**config.mk**
```make
export PLATFORM = sky130hd
export DESIGN_NAME = reg_file_wb
export DESIGN_NICKNAME = d
export VERILOG_FILES = /design/src/rtl/reg_file_wb.sv
export SDC_FILE = /design/constraint.sdc
export NUM_CORES = 1
export LEC_CHECK = 0
export ABC_AREA = 0
export CAP_MARGIN = 40
export CORE_ASPECT_RATIO = 0.9
export CORE_MARGIN = 2
export CORE_UTILIZATION = 40
export CTS_CLUSTER_DIAMETER = 150
export CTS_CLUSTER_SIZE = 24
export DETAILED_ROUTE_END_ITERATION = 8
export GPL_TIMING_DRIVEN = 0
export HOLD_SLACK_MARGIN = 0.1
export PLACE_DENSITY = 0.62
export SYNTH_ARGS = -nofsm -noshare
export SYNTH_HDL_FRONTEND = slang
export SYNTH_SLANG_ARGS = --single-unit
```
**constraint.sdc**
```tcl
create_clock -name Clk6 -period 10.08 [get_ports Clk6]
set_input_delay 2.016 -clock Clk6 [delete_from_list [all_inputs] [get_ports Clk6]]
set_output_delay 2.016 -clock Clk6 [all_outputs]
set_load 0.03 [all_outputs]
```
**src/rtl/reg_file_wb.sv**
```systemverilog
// Register file with write-back scoreboard.
// Registered read ports, same-cycle write bypass, per-register busy bits.
module reg_file_wb #(
    parameter int DW = 8,
    parameter int AW = 3
) (
    input  logic          Clk6,
    input  logic          Reset_n,
    input  logic          wb_en,
    input  logic [AW-1:0] wb_addr,
    input  logic [DW-1:0] ans_wb,
    input  logic          rd_en,
    input  logic [AW-1:0] rs_addr,
    input  logic [AW-1:0] rt_addr,
    output logic [DW-1:0] rs_data,
    output logic [DW-1:0] rt_data,
    input  logic          issue_en,
    input  logic [AW-1:0] issue_addr,
    output logic          stall,
    output logic [AW:0]   pend_cnt
);

    localparam int NR = 1 << AW;

    logic [DW-1:0] regs [NR];
    logic [NR-1:0] busy;
    logic [NR-1:0] eb;
    logic [NR-1:0] busy_nxt;
    logic [AW:0]   cnt_nxt;
    logic          wb_hit;
    logic          issue_ok;
    logic          rd_ok;
    logic [DW-1:0] rs_val;
    logic [DW-1:0] rt_val;

    assign wb_hit   = wb_en && (wb_addr != '0);
    assign stall    = rd_en && (eb[rs_addr] || eb[rt_addr]);
    assign issue_ok = issue_en && !stall && (issue_addr != '0);
    assign rd_ok    = rd_en && !stall;

    // Busy bits as seen by this cycle's reads: the register being written back is ready.
    always_comb begin
        eb = busy;
        if (wb_hit) begin
            eb[wb_addr] = 1'b0;
        end
        eb[0] = 1'b0;
    end

    // Next busy state: write-back clears, accepted issue sets (issue wins a tie).
    always_comb begin
        busy_nxt = busy;
        if (wb_hit) begin
            busy_nxt[wb_addr] = 1'b0;
        end
        if (issue_ok) begin
            busy_nxt[issue_addr] = 1'b1;
        end
        busy_nxt[0] = 1'b0;
    end

    // Popcount of the next busy vector.
    always_comb begin
        cnt_nxt = '0;
        for (int i = 0; i < NR; i++) begin
            cnt_nxt = cnt_nxt + (AW+1)'(busy_nxt[i]);
        end
    end

    // Operand selection with write-back bypass; R0 is constant zero.
    always_comb begin
        rs_val = '0;
        rt_val = '0;
        if (rs_addr != '0) begin
            rs_val = (wb_hit && wb_addr == rs_addr) ? ans_wb : regs[rs_addr];
        end
        if (rt_addr != '0) begin
            rt_val = (wb_hit && wb_addr == rt_addr) ? ans_wb : regs[rt_addr];
        end
    end

    // Register storage write port.
    always_ff @(posedge Clk6 or negedge Reset_n) begin
        if (!Reset_n) begin
            for (int i = 0; i < NR; i++) begin
                regs[i] <= '0;
            end
        end else if (wb_hit) begin
            regs[wb_addr] <= ans_wb;
        end
    end

    // Scoreboard state and pending count.
    always_ff @(posedge Clk6 or negedge Reset_n) begin
        if (!Reset_n) begin
            busy     <= '0;
            pend_cnt <= '0;
        end else begin
            busy     <= busy_nxt;
            pend_cnt <= cnt_nxt;
        end
    end

    // Registered read ports; hold while idle or stalled.
    always_ff @(posedge Clk6 or negedge Reset_n) begin
        if (!Reset_n) begin
            rs_data <= '0;
            rt_data <= '0;
        end else if (rd_ok) begin
            rs_data <= rs_val;
            rt_data <= rt_val;
        end
    end

endmodule
```
==> results.json, run 1 <==
{
  "status": "complete, no violations",
  "yosys.cell_types.count": 47,
  "rows": 38,
  "viasPerCell": 5.65,
  "die_area_mm2": 0.0131,
  "post-place-ws_ps": 3210,
  "path_class": "input pin to output port",
  "grt_max_degree": 48,
  "cts_resized": 0,
  "reg2regPathDepth": 10,
  "cts_root_buf": "clkbuf_16",
  "drive_gt1_frac": 0.345,
  "cts_sinks": 89,
  "gp_congestion": 0.827,
  "synth_edf_count": 0,
  "ys.flop_type": "dfrtp_1",
  "area_delta_synth_final_pct": 19.2,
  "ir_drop_v": 0.000109,
  "maxCapViolations": 0,
  "min-delay-start": "regs[63]$_DFFE_PN0P_",
  "final_net_count": 439,
  "final_util": 0.485,
  "fin_ws_ps": 3200,
  "die_h_um": 109,
  "syn_avg_cell_area_um2": 13.7,
  "n_antenna_cell": 0,
  "critPathMaxFanout": 10,
  "mappedNetlistArea_mm2": 0.00488,
  "cp-endpoint": "stall",
  "hold_violations": 0,
  "drc_errors": 0,
  "slew_violations": 0,
  "period_minus_slack_ps": 6880,
  "worst-path-buf-inv": 5,
  "max_freq_mhz": 145,
  "synth_warnings": 0,
  "slew_headroom": 0.450,
  "r2r_end": "pend_cnt[1]$_DFF_PN0_",
  "clock_path_buffers": 2,
  "fin_crit_sh": 0.683,
  "worstSetupStartpointType": "input pin",
  "crit_start": "wb_addr[0]",
  "wire_per_inst_um": 20.5,
  "yosysSeqAreaShare": 0.457,
  "drt-initial-drc-count": 240,
  "yosys_register_bits": 89,
  "initial_core_util": 0.407,
  "hpwl_um": 7920,
  "async_flop_share": 1.00,
  "ctsHoldBuffers": 0,
  "setup_tns_ps": 0,
  "synth_cells": 355,
  "fin_hold_ws_ps": 469,
  "grt_overflow": 0,
  "arrival_ps": 4870,
  "powerDensity_mw_per_mm2": 213,
  "postCtsSetupRepairBufs": 0,
  "rsz0062_at_grt": "false",
  "wl_met1_um": 5330,
  "grt_first_pass_wirelength_um": 18600,
  "place_area_mm2": 0.00552,
  "ant_nets": 0,
  "skew_ps": 7.66,
  "antenna_found_initial": 0,
  "path_clk_slew_ps": 60,
  "wl_um": 11800,
  "ios": 46,
  "cpLargestDelayFamily": "buffers and inverters",
  "syn-num-nets": 384,
  "end_kind": "output port",
  "setup_viol": 0,
  "rr_startpoint": "busy[3]$_DFF_PN0_",
  "first_global_vias": 3361,
  "cp_slowest_cell": "clkdlybuf4s50_1",
  "vias": 3248,
  "port_buffers": 41,
  "cts.htree.levels": 3,
  "cpMostUsedCell": "clkdlybuf4s50_1",
  "crit_chain": "clkdlybuf4s50_1 > buf_4 > nand4b_1 > clkbuf_1 > nand3b_1 > a22o_1 > o22ai_1 > and2_1 > buf_6 > clkdlybuf4s50_1",
  "final_area_mm2": 0.00581,
  "grt_util_all_layers": 0.193,
  "cpPeakStageDelay_ps": 670,
  "cts_buffers": 9,
  "highest_layer": "met4",
  "dr.pass1.iters": 4,
  "rrSetupSlack_ps": 6100,
  "wl_met2_um": 5400,
  "cts_tree": "built",
  "tightest_slew_ps": 825,
  "leakage_nw": 2.35,
  "core_area_mm2": 0.0120,
  "dr_wl_met3_um": 772,
  "clock_latency_ps": 350,
  "path_depth": 10,
  "die_w_um": 120,
  "hold_path_class": "flip-flop to flip-flop",
  "crit_required_ps": 8060
}
worst min-delay path by stage:
stage | slack, ps | to | cells past startpoint
3_3_place_gp | 450 | regs[63]$_DFFE_PN0P_ | 1
3_5_place_dp | 450 | regs[63]$_DFFE_PN0P_ | 1
6_report | 470 | regs[63]$_DFFE_PN0P_ | 1
5_1_grt | 500 | rs_data[3]$_DFFE_PN0P_ | 2
2_1_floorplan | 420 | regs[63]$_DFFE_PN0P_ | 1
4_1_cts | 470 | regs[63]$_DFFE_PN0P_ | 1
cells by family after synthesis:
| kind of cell | share of synthesized area |
|---|---|
| AOI/OAI and AO/OA | 0.0672 |
| and+or+nand+nor | 0.0831 |
| adders and majority gates | 0.0164 |
| DFF | 0.457 |
| other | 0.000769 |
| buffers and inverters | 0.0428 |
| muxes | 0.326 |
| xor gates and xnor gates | 0.00718 |
Yosys cell counts, types with 2 or more instances:
cell,n,area [µm²]
buf_4,4,30.0
nor3b_1,2,15.0
xnor2_1,4,35.0
buf_2,11,55.1
nor2_1,3,11.3
a31oi_1,2,12.5
nor4b_1,2,17.5
buf_1,5,18.8
a21oi_1,2,10.0
nand2_1,25,93.8
nor2b_1,3,18.8
clkbuf_1,12,45.0
nor3_1,2,10.0
buf_6,4,45.0
fa_1,4,80.1
a211oi_1,6,45.0
and4bb_1,3,37.5
clkinv_1,2,7.51
mux4_2,29,653
a22o_1,2,17.5
o31ai_1,18,135
mux2i_1,16,160
nand4b_1,2,17.5
mux2_2,69,777
nand2b_1,3,18.8
nand3_1,2,10.0
nor4bb_1,2,20.0
nand3b_1,2,15.0
inv_1,2,7.51
dfrtp_1,89,2230
and3_1,2,12.5
o41ai_1,5,43.8
a311oi_1,2,17.5
registers in the layout, indices dropped and copies added, names as in the netlist:
register  count
regs         63
rs_data       8
rt_data       8
busy          7
pend_cnt      3
metal layers:
metal / vias up / track usage
met5: - / 0
met4: 0 / 0.0664
met3: 23 / 0.0560
met2: 107 / 0.303
met1: 1653 / 0.259
li1: 1465 / -
cell type report:
cell class	count	area (µm²)
Timing Repair Buffer	44	438
Buffer	36	194
Multi-Input combinational cell	226	2440
Fill cell	1085	6170
Inverter	4	15.0
Sequential cell	89	2230
Clock buffer	11	243
Clock inverter	5	53.8
Tap cell	160	200
cell usage in the layout, fill, tap and decap left out, types with 4 or more instances in the layout:
master | synthesis | routed
clkbuf_1 | 12 | 13
buf_1 | 5 | 5
clkbuf_16 | 0 | 9
o41ai_1 | 5 | 5
buf_2 | 11 | 13
mux2i_1 | 16 | 16
xnor2_1 | 4 | 4
buf_4 | 4 | 5
dfrtp_1 | 89 | 89
a211oi_1 | 6 | 6
clkdlybuf4s50_1 | 0 | 40
nand2_1 | 25 | 25
mux2_2 | 69 | 69
mux4_2 | 29 | 29
fa_1 | 4 | 4
o31ai_1 | 18 | 18
buf_6 | 4 | 4
worst register-to-register path: cells and delay by family, from the launching register on:
| family | cells | cell delay, ps |
|---|---|---|
| adders and majority gates | 4 | 1900 |
| buffers and inverters | 1 | 130 |
| DFF | 1 | 400 |
| AOI/OAI and AO/OA | 2 | 700 |
| and+or+nand+nor | 3 | 710 |
through the flow:
stage	power (mW)	cells
5_1_grt	1.30	575
3_3_place_gp	0.895	556
2_1_floorplan	0.760	355
3_5_place_dp	0.904	559
6_report	1.24	575
4_1_cts	1.25	575
where the power goes:
part | total [mW] | switching [mW] | internal (mW) | leakage [nW]
combinational | 0.397 | 0.193 | 0.204 | 1.10
clock | 0.338 | 0.140 | 0.199 | 0.150
sequential | 0.501 | 0.0546 | 0.446 | 1.10
total | 1.24 | 0.388 | 0.849 | 2.35
(Power assumes the default switching activity.)
==> run 2, diff against run 1 <==
--- a/config.mk
+++ b/config.mk
@@ -15,7 +15,7 @@
 export DETAILED_ROUTE_END_ITERATION = 8
 export GPL_TIMING_DRIVEN = 0
 export HOLD_SLACK_MARGIN = 0.1
-export PLACE_DENSITY = 0.62
+export PLACE_DENSITY = 0.64
 export SYNTH_ARGS = -nofsm -noshare
 export SYNTH_HDL_FRONTEND = slang
 export SYNTH_SLANG_ARGS = --single-unit
==> constraint.sdc (replaced) <==
create_clock -name Clk6 -period 5.6 [get_ports Clk6]
set_input_delay 1.12 -clock Clk6 [delete_from_list [all_inputs] [get_ports Clk6]]
set_output_delay 1.12 -clock Clk6 [all_outputs]
set_load 0.03 [all_outputs]
==> run 2 against run 1 <==
  * Cell count unchanged
  * Core utilization down 0.063 points
  * Sequential power up 79%
  * Wire length down 2.6%
  * Sequential cell count unchanged
  * Die area unchanged
  * Combinational power up 80%
  * First-iteration DRC count down 40%
  * Total power up 75%
  * Critical endpoint is now pend_cnt[1]$_DFF_PN0_
  * Largest power group unchanged
==> results.json, run 2 (same netlist as run 1, synthesis figures left out) <==
{
  "die_h_um": 109,
  "num-fill-cells": 1073,
  "area_delta_synth_final_pct": 19.0,
  "path_clk_slew_ps": 60,
  "ant_nets": 0,
  "cts_root_buf": "clkbuf_16",
  "final_common_cell": "dfrtp_1",
  "cts_tree": "built",
  "die_area_mm2": 0.0131,
  "die_w_um": 120,
  "vias": 3220,
  "drive_gt1_frac": 0.345,
  "min_to": "rt_data[2]$_DFFE_PN0P_",
  "min-delay-start": "rt_data[2]$_DFFE_PN0P_",
  "clock_latency_ps": 340,
  "n_antenna_cell": 0,
  "drt-initial-drc-count": 145,
  "final_cells": 575,
  "tightest_slew_ps": 822,
  "cts.htree.levels": 3,
  "arrival_ps": 5650,
  "gp_congestion": 0.832,
  "antenna_found_initial": 0,
  "setup_viol": 0,
  "skew_ps": 8.08,
  "wl_um": 11500,
  "r2r_end": "pend_cnt[1]$_DFF_PN0_",
  "hold_path_class": "flip-flop to flip-flop",
  "cts_sinks": 89,
  "grt_max_degree": 58,
  "core_area_mm2": 0.0120,
  "regMostFlops": "regs",
  "path_class": "input pin to flip-flop",
  "powerDensity_mw_per_mm2": 373,
  "crit_required_ps": 5810,
  "grt_util_all_layers": 0.193,
  "grt_first_pass_wirelength_um": 18800,
  "post-place-ws_ps": -160,
  "dr.pass1.iters": 4,
  "cts_buffers": 9,
  "first_global_vias": 3346,
  "largest_reg_flops": 63,
  "multiInputGateArea_mm2": 0.00245,
  "leakage_nw": 2.35,
  "reg2regPathDepth": 10,
  "fin_ws_ps": 162,
  "max_freq_mhz": 184,
  "period_minus_slack_ps": 5440,
  "place_inst": 559,
  "drc_errors": 0,
  "status": "complete, no violations",
  "whs_path_depth": 2,
  "fin_hold_ws_ps": 476,
  "rows": 38,
  "rsz0062_at_grt": "false",
  "viasPerCell": 5.60,
  "port_buffers": 41,
  "worstSetupStartpointType": "input pin",
  "fin_crit_sh": 0.971,
  "wire_per_inst_um": 19.9,
  "end_kind": "flip-flop",
  "slew_headroom": 0.452,
  "rr_startpoint": "busy[3]$_DFF_PN0_",
  "postCtsSetupRepairBufs": 0,
  "largest_registers": "regs: 63 flops, rs_data: 8 flops, rt_data: 8 flops",
  "rrSetupSlack_ps": 1630,
  "clock_path_buffers": 2,
  "ir_drop_v": 0.000215,
  "ios": 46,
  "final_net_count": 439,
  "seq_area_mm2": 0.00223,
  "hold_violations": 0,
  "hpwl_um": 7830,
  "initial_core_util": 0.407,
  "critPathMaxFanout": 10,
  "grt_overflow": 0,
  "slew_violations": 0,
  "final_cell_mix": "89 x dfrtp_1, 69 x mux2_2, 40 x clkdlybuf4s50_1",
  "maxCapViolations": 0
}
==> run 2: timing repair <==
item	4_1_cts	5_1_grt
setup endpoints to repair	0	2
hold buffers	0	0
gates resized for setup	0	1
==> run 2: per-stage QoR <==
step                      setup TNS (ps)  total power [mW]  utilization  instance area, µm²
final                                  0              2.17        0.485                5810
after global routing                   0              2.30        0.485                5810
after CTS                              0              2.20        0.484                5800
after detailed placement            -278              1.63        0.461                5520
after global placement              -222              1.60        0.458                5490
after floorplan                        0              1.37            -                4880
==> run 2: cell type report <==
cell class	instances	share of cell area
timing repair buffer	44	0.0767
multi-input combinational	226	0.422
clock inverter	4	0.00474
inverter	4	0.00259
buffer	36	0.0334
tap	160	0.0345
clock buffer	12	0.0425
sequential	89	0.384
==> run 2: layer usage <==
layer | share of wire | routed length [µm] | vias to the layer above | track usage
li1 | - | - | 1469 | -
met1 | 0.46 | 5260 | 1631 | 0.266
met2 | 0.45 | 5190 | 96 | 0.293
met3 | 0.062 | 710 | 24 | 0.0455
met4 | 0.026 | 301 | 0 | 0.0831
met5 | 0 | 0 | - | 0
==> run 2: power by group <==
part           switching (mW)  internal, mW
Sequential             0.0952         0.803
Clock                   0.241         0.314
Combinational           0.346         0.366
Total                   0.683          1.48
==> run 2: how the worst max path moves through the flow <==
stage,startpoint,to,slack (ps),depth (start not counted)
2_1_floorplan,wb_addr[2],pend_cnt[1]$_DFF_PN0_,750,13
3_3_place_gp,wb_en,pend_cnt[1]$_DFF_PN0_,-160,13
3_5_place_dp,wb_en,pend_cnt[1]$_DFF_PN0_,-160,13
4_1_cts,wb_en,pend_cnt[1]$_DFF_PN0_,170,13
5_1_grt,wb_en,pend_cnt[1]$_DFF_PN0_,40,13
6_report,wb_en,pend_cnt[1]$_DFF_PN0_,160,13
==> run 2: critical path, stage by stage <==
cell and delay, ps:
clkdlybuf4s50_1 670, nand4_1 190, clkbuf_1 400, a31oi_1 270
a22o_1 180, o22ai_1 70, and2_1 180, buf_6 130
o41ai_1 530, fa_1 540, fa_1 490, fa_1 420
fa_1 440
==> run 3, diff against run 2 <==
--- a/config.mk
+++ b/config.mk
@@ -5,7 +5,7 @@
 export SDC_FILE = /design/constraint.sdc
 export NUM_CORES = 1
 export LEC_CHECK = 0
-export ABC_AREA = 0
+export ABC_AREA = 1
 export CAP_MARGIN = 40
 export CORE_ASPECT_RATIO = 0.9
 export CORE_MARGIN = 2
==> run 3 against run 2 <==
  * Wire length rose by 37%
  * Clock skew is 1.7 ps lower
  * First-iteration DRC count grew to 4.3 times the previous value
  * Cell count grew 48%
  * Sequential power shrank 3.6%
  * Die area increased by 0.69%
  * Sequential cell count unchanged
  * Area after synthesis increased by 0.72%
  * Fmax rose by 8.9%
  * Worst hold slack worse by 16 ps
  * Register-to-register slack gained 660 ps
  * Total power shrank 2.3%
  * Critical path type is now input pin to output port
  * Largest cell class unchanged
==> results.json, run 3 <==
{
  "status": "complete, no violations",
  "cpPeakStageDelay_ps": 660,
  "cts_resized": 0,
  "rr_startpoint": "busy[3]$_DFF_PN0_",
  "p_seq_frac": 0.409,
  "antenna_found_initial": 0,
  "cts.htree.levels": 3,
  "yosys_register_bits": 89,
  "p_sw_frac": 0.339,
  "dr.pass1.iters": 6,
  "ys.flop_type": "dfrtp_1",
  "synth_area_leader_cell": "dfrtp_1",
  "hold_path_class": "flip-flop to flip-flop",
  "die_w_um": 121,
  "mappedNetlistArea_mm2": 0.00491,
  "synth_edf_count": 0,
  "crit_required_ps": 4480,
  "n_antenna_cell": 0,
  "rsz0062_at_grt": "false",
  "syn_avg_cell_area_um2": 7.76,
  "grt_overflow": 0,
  "reg2regPathDepth": 13,
  "max_freq_mhz": 200,
  "crit_chain": "clkdlybuf4s50_1 > nor2_1 > inv_1 > nor2_1 > nor2_1 > nand2_1 > nand2_2 > nand2_1 > nand2_1 > inv_1 > clkdlybuf4s50_1",
  "ir_drop_v": 0.000176,
  "path_class": "input pin to output port",
  "place_inst": 833,
  "rrSetupSlack_ps": 2290,
  "critPathMaxFanout": 8,
  "core_area_mm2": 0.0120,
  "ys_top_cells_by_count": "206 x nand2_1, 89 x dfrtp_1, 82 x o21ai_0",
  "final_net_count": 713,
  "tightest_slew_ps": 733,
  "synth_area_leaders": "dfrtp_1 45%, nand2_1 16%, o21ai_0 8.4%, inv_1 4.0%, o211ai_1 3.7%",
  "die_h_um": 109,
  "synth.most_common_cell": "nand2_1",
  "leakage_nw": 2.78,
  "drive_gt1_frac": 0.0842,
  "cts_sinks": 89,
  "synth_warnings": 0,
  "rows": 38,
  "power.switching_mw": 0.717,
  "syn-num-nets": 662,
  "die_area_mm2": 0.0132,
  "final_cell_mix": "206 x nand2_1, 89 x dfrtp_1, 82 x o21ai_0",
  "slew_headroom": 0.511,
  "largest_reg_flops": 63,
  "yosys.cell_types.count": 39,
  "wire_per_inst_um": 18.5,
  "wl_um": 15700,
  "hold_violations": 0,
  "gp_congestion": 0.936,
  "path_clk_slew_ps": 60,
  "cts_buffers": 9,
  "powerDensity_mw_per_mm2": 363,
  "end_kind": "output port",
  "r2r_end": "pend_cnt[1]$_DFF_PN0_",
  "synth_cells": 633,
  "first_global_vias": 4538,
  "initial_core_util": 0.408,
  "clock_latency_ps": 350,
  "yosys.area.top_type_share": 0.453,
  "final_cells": 849,
  "clock_path_buffers": 2,
  "setup_viol": 0,
  "ctsHoldBuffers": 0,
  "final_common_cell": "nand2_1",
  "power_frac_comb": 0.293,
  "ant_nets": 0,
  "cp_slowest_cell": "clkdlybuf4s50_1",
  "slew_violations": 0,
  "ios": 46,
  "viasPerCell": 5.55,
  "skew_ps": 6.38,
  "grt_max_degree": 60,
  "async_flop_share": 1.00,
  "vias": 4714,
  "worstSetupStartpointType": "input pin",
  "hpwl_um": 11500,
  "fin_crit_sh": 0.892,
  "arrival_ps": 3870,
  "area_delta_synth_final_pct": 18.8,
  "min-delay-start": "regs[62]$_DFFE_PN0P_",
  "largest_registers": "regs: 63 flops, rs_data: 8 flops, rt_data: 8 flops",
  "final_util": 0.485,
  "worst-path-buf-inv": 4,
  "grt_util_all_layers": 0.252,
  "grt_first_pass_wirelength_um": 24900,
  "port_buffers": 39,
  "drt-initial-drc-count": 628,
  "cts_tree": "built",
  "maxCapViolations": 0,
  "setup_tns_ps": 0,
  "clockPowerShare": 0.298,
  "period_minus_slack_ps": 4990,
  "regMostFlops": "regs",
  "whs_path_depth": 1,
  "min_to": "regs[62]$_DFFE_PN0P_",
  "yosysSeqAreaShare": 0.453,
  "postCtsSetupRepairBufs": 0,
  "power.internal_mw": 1.40,
  "cts_root_buf": "clkbuf_16",
  "cpLargestDelayFamily": "buffers and inverters",
  "drc_errors": 0
}
-- run 3: cell count changes after synthesis, sizes merged, moves of 23 or more --
cell	before	now
inv	2	57
mux2	69	0
mux4	29	0
nand2	25	218
nand3	2	30
nor2	3	26
o211ai	0	24
o21ai	0	83
-- run 3: final cells by class --
type	count	area [µm²]
plain buffers	40	210
multi-input cells	445	2240
clock inverters	2	35.0
well taps	160	200
repair buffers	40	415
flip-flops and latches	89	2230
inverters	59	231
clock buffers	14	274
fillers	1181	6190
-- run 3: how the worst max path moves through the flow --
stage / startpoint / slack (ps) / endpoint / cells past startpoint
finish: rt_addr[0] / 610 / stall / 11
CTS: rt_addr[0] / 650 / stall / 11
detailed placement: rt_addr[0] / 310 / pend_cnt[1]$_DFF_PN0_ / 15
global placement: Reset_n / 180 / regs[53]$_DFFE_PN0P_ / 1
floorplan: wb_addr[2] / 1370 / pend_cnt[1]$_DFF_PN0_ / 17
global route: rt_addr[0] / 520 / pend_cnt[1]$_DFF_PN0_ / 15
-- run 3: cell families (layout without fill, tap and decap cells) --
family          count (synthesis)  count (layout)  share of synthesized area
simple gates                  288             288                      0.254
flops                          89              89                      0.453
xor+xnor                        4               4                    0.00713
compound gates                148             148                      0.179
buf+inv                        99             155                     0.0899
fa+ha+maj                       4               4                     0.0163
other cells                     1               1                   0.000763
-- run 3: power groups by stage --
stage | Sequential, mW | Clock (mW) | Combinational (mW)
2_1_floorplan | 0.951 | 0 | 0.297
5_1_grt | 0.881 | 0.662 | 0.689
3_3_place_gp | 0.870 | 0 | 0.607
4_1_cts | 0.865 | 0.634 | 0.622
6_report | 0.867 | 0.631 | 0.619
3_5_place_dp | 0.874 | 0 | 0.621
-- run 3: per-layer routing --
layer / track usage / up-vias / wire length, µm
met4: 0.0822 / 0 / 340
met1: 0.351 / 2295 / 6960
met2: 0.391 / 201 / 7210
met3: 0.0554 / 24 / 1240
li1: - / 2194 / -
met5: 0 / - / 0
-- run 3: per-stage QoR --
step	hold WS, ps	worst slack (ps)	power (mW)	area (µm²)
after floorplan	429	1370	1.25	4910
after global placement	443	181	1.48	5500
after detailed placement	449	314	1.49	5530
after CTS	462	655	2.12	5840
after global routing	501	515	2.23	5840
final	460	606	2.12	5840
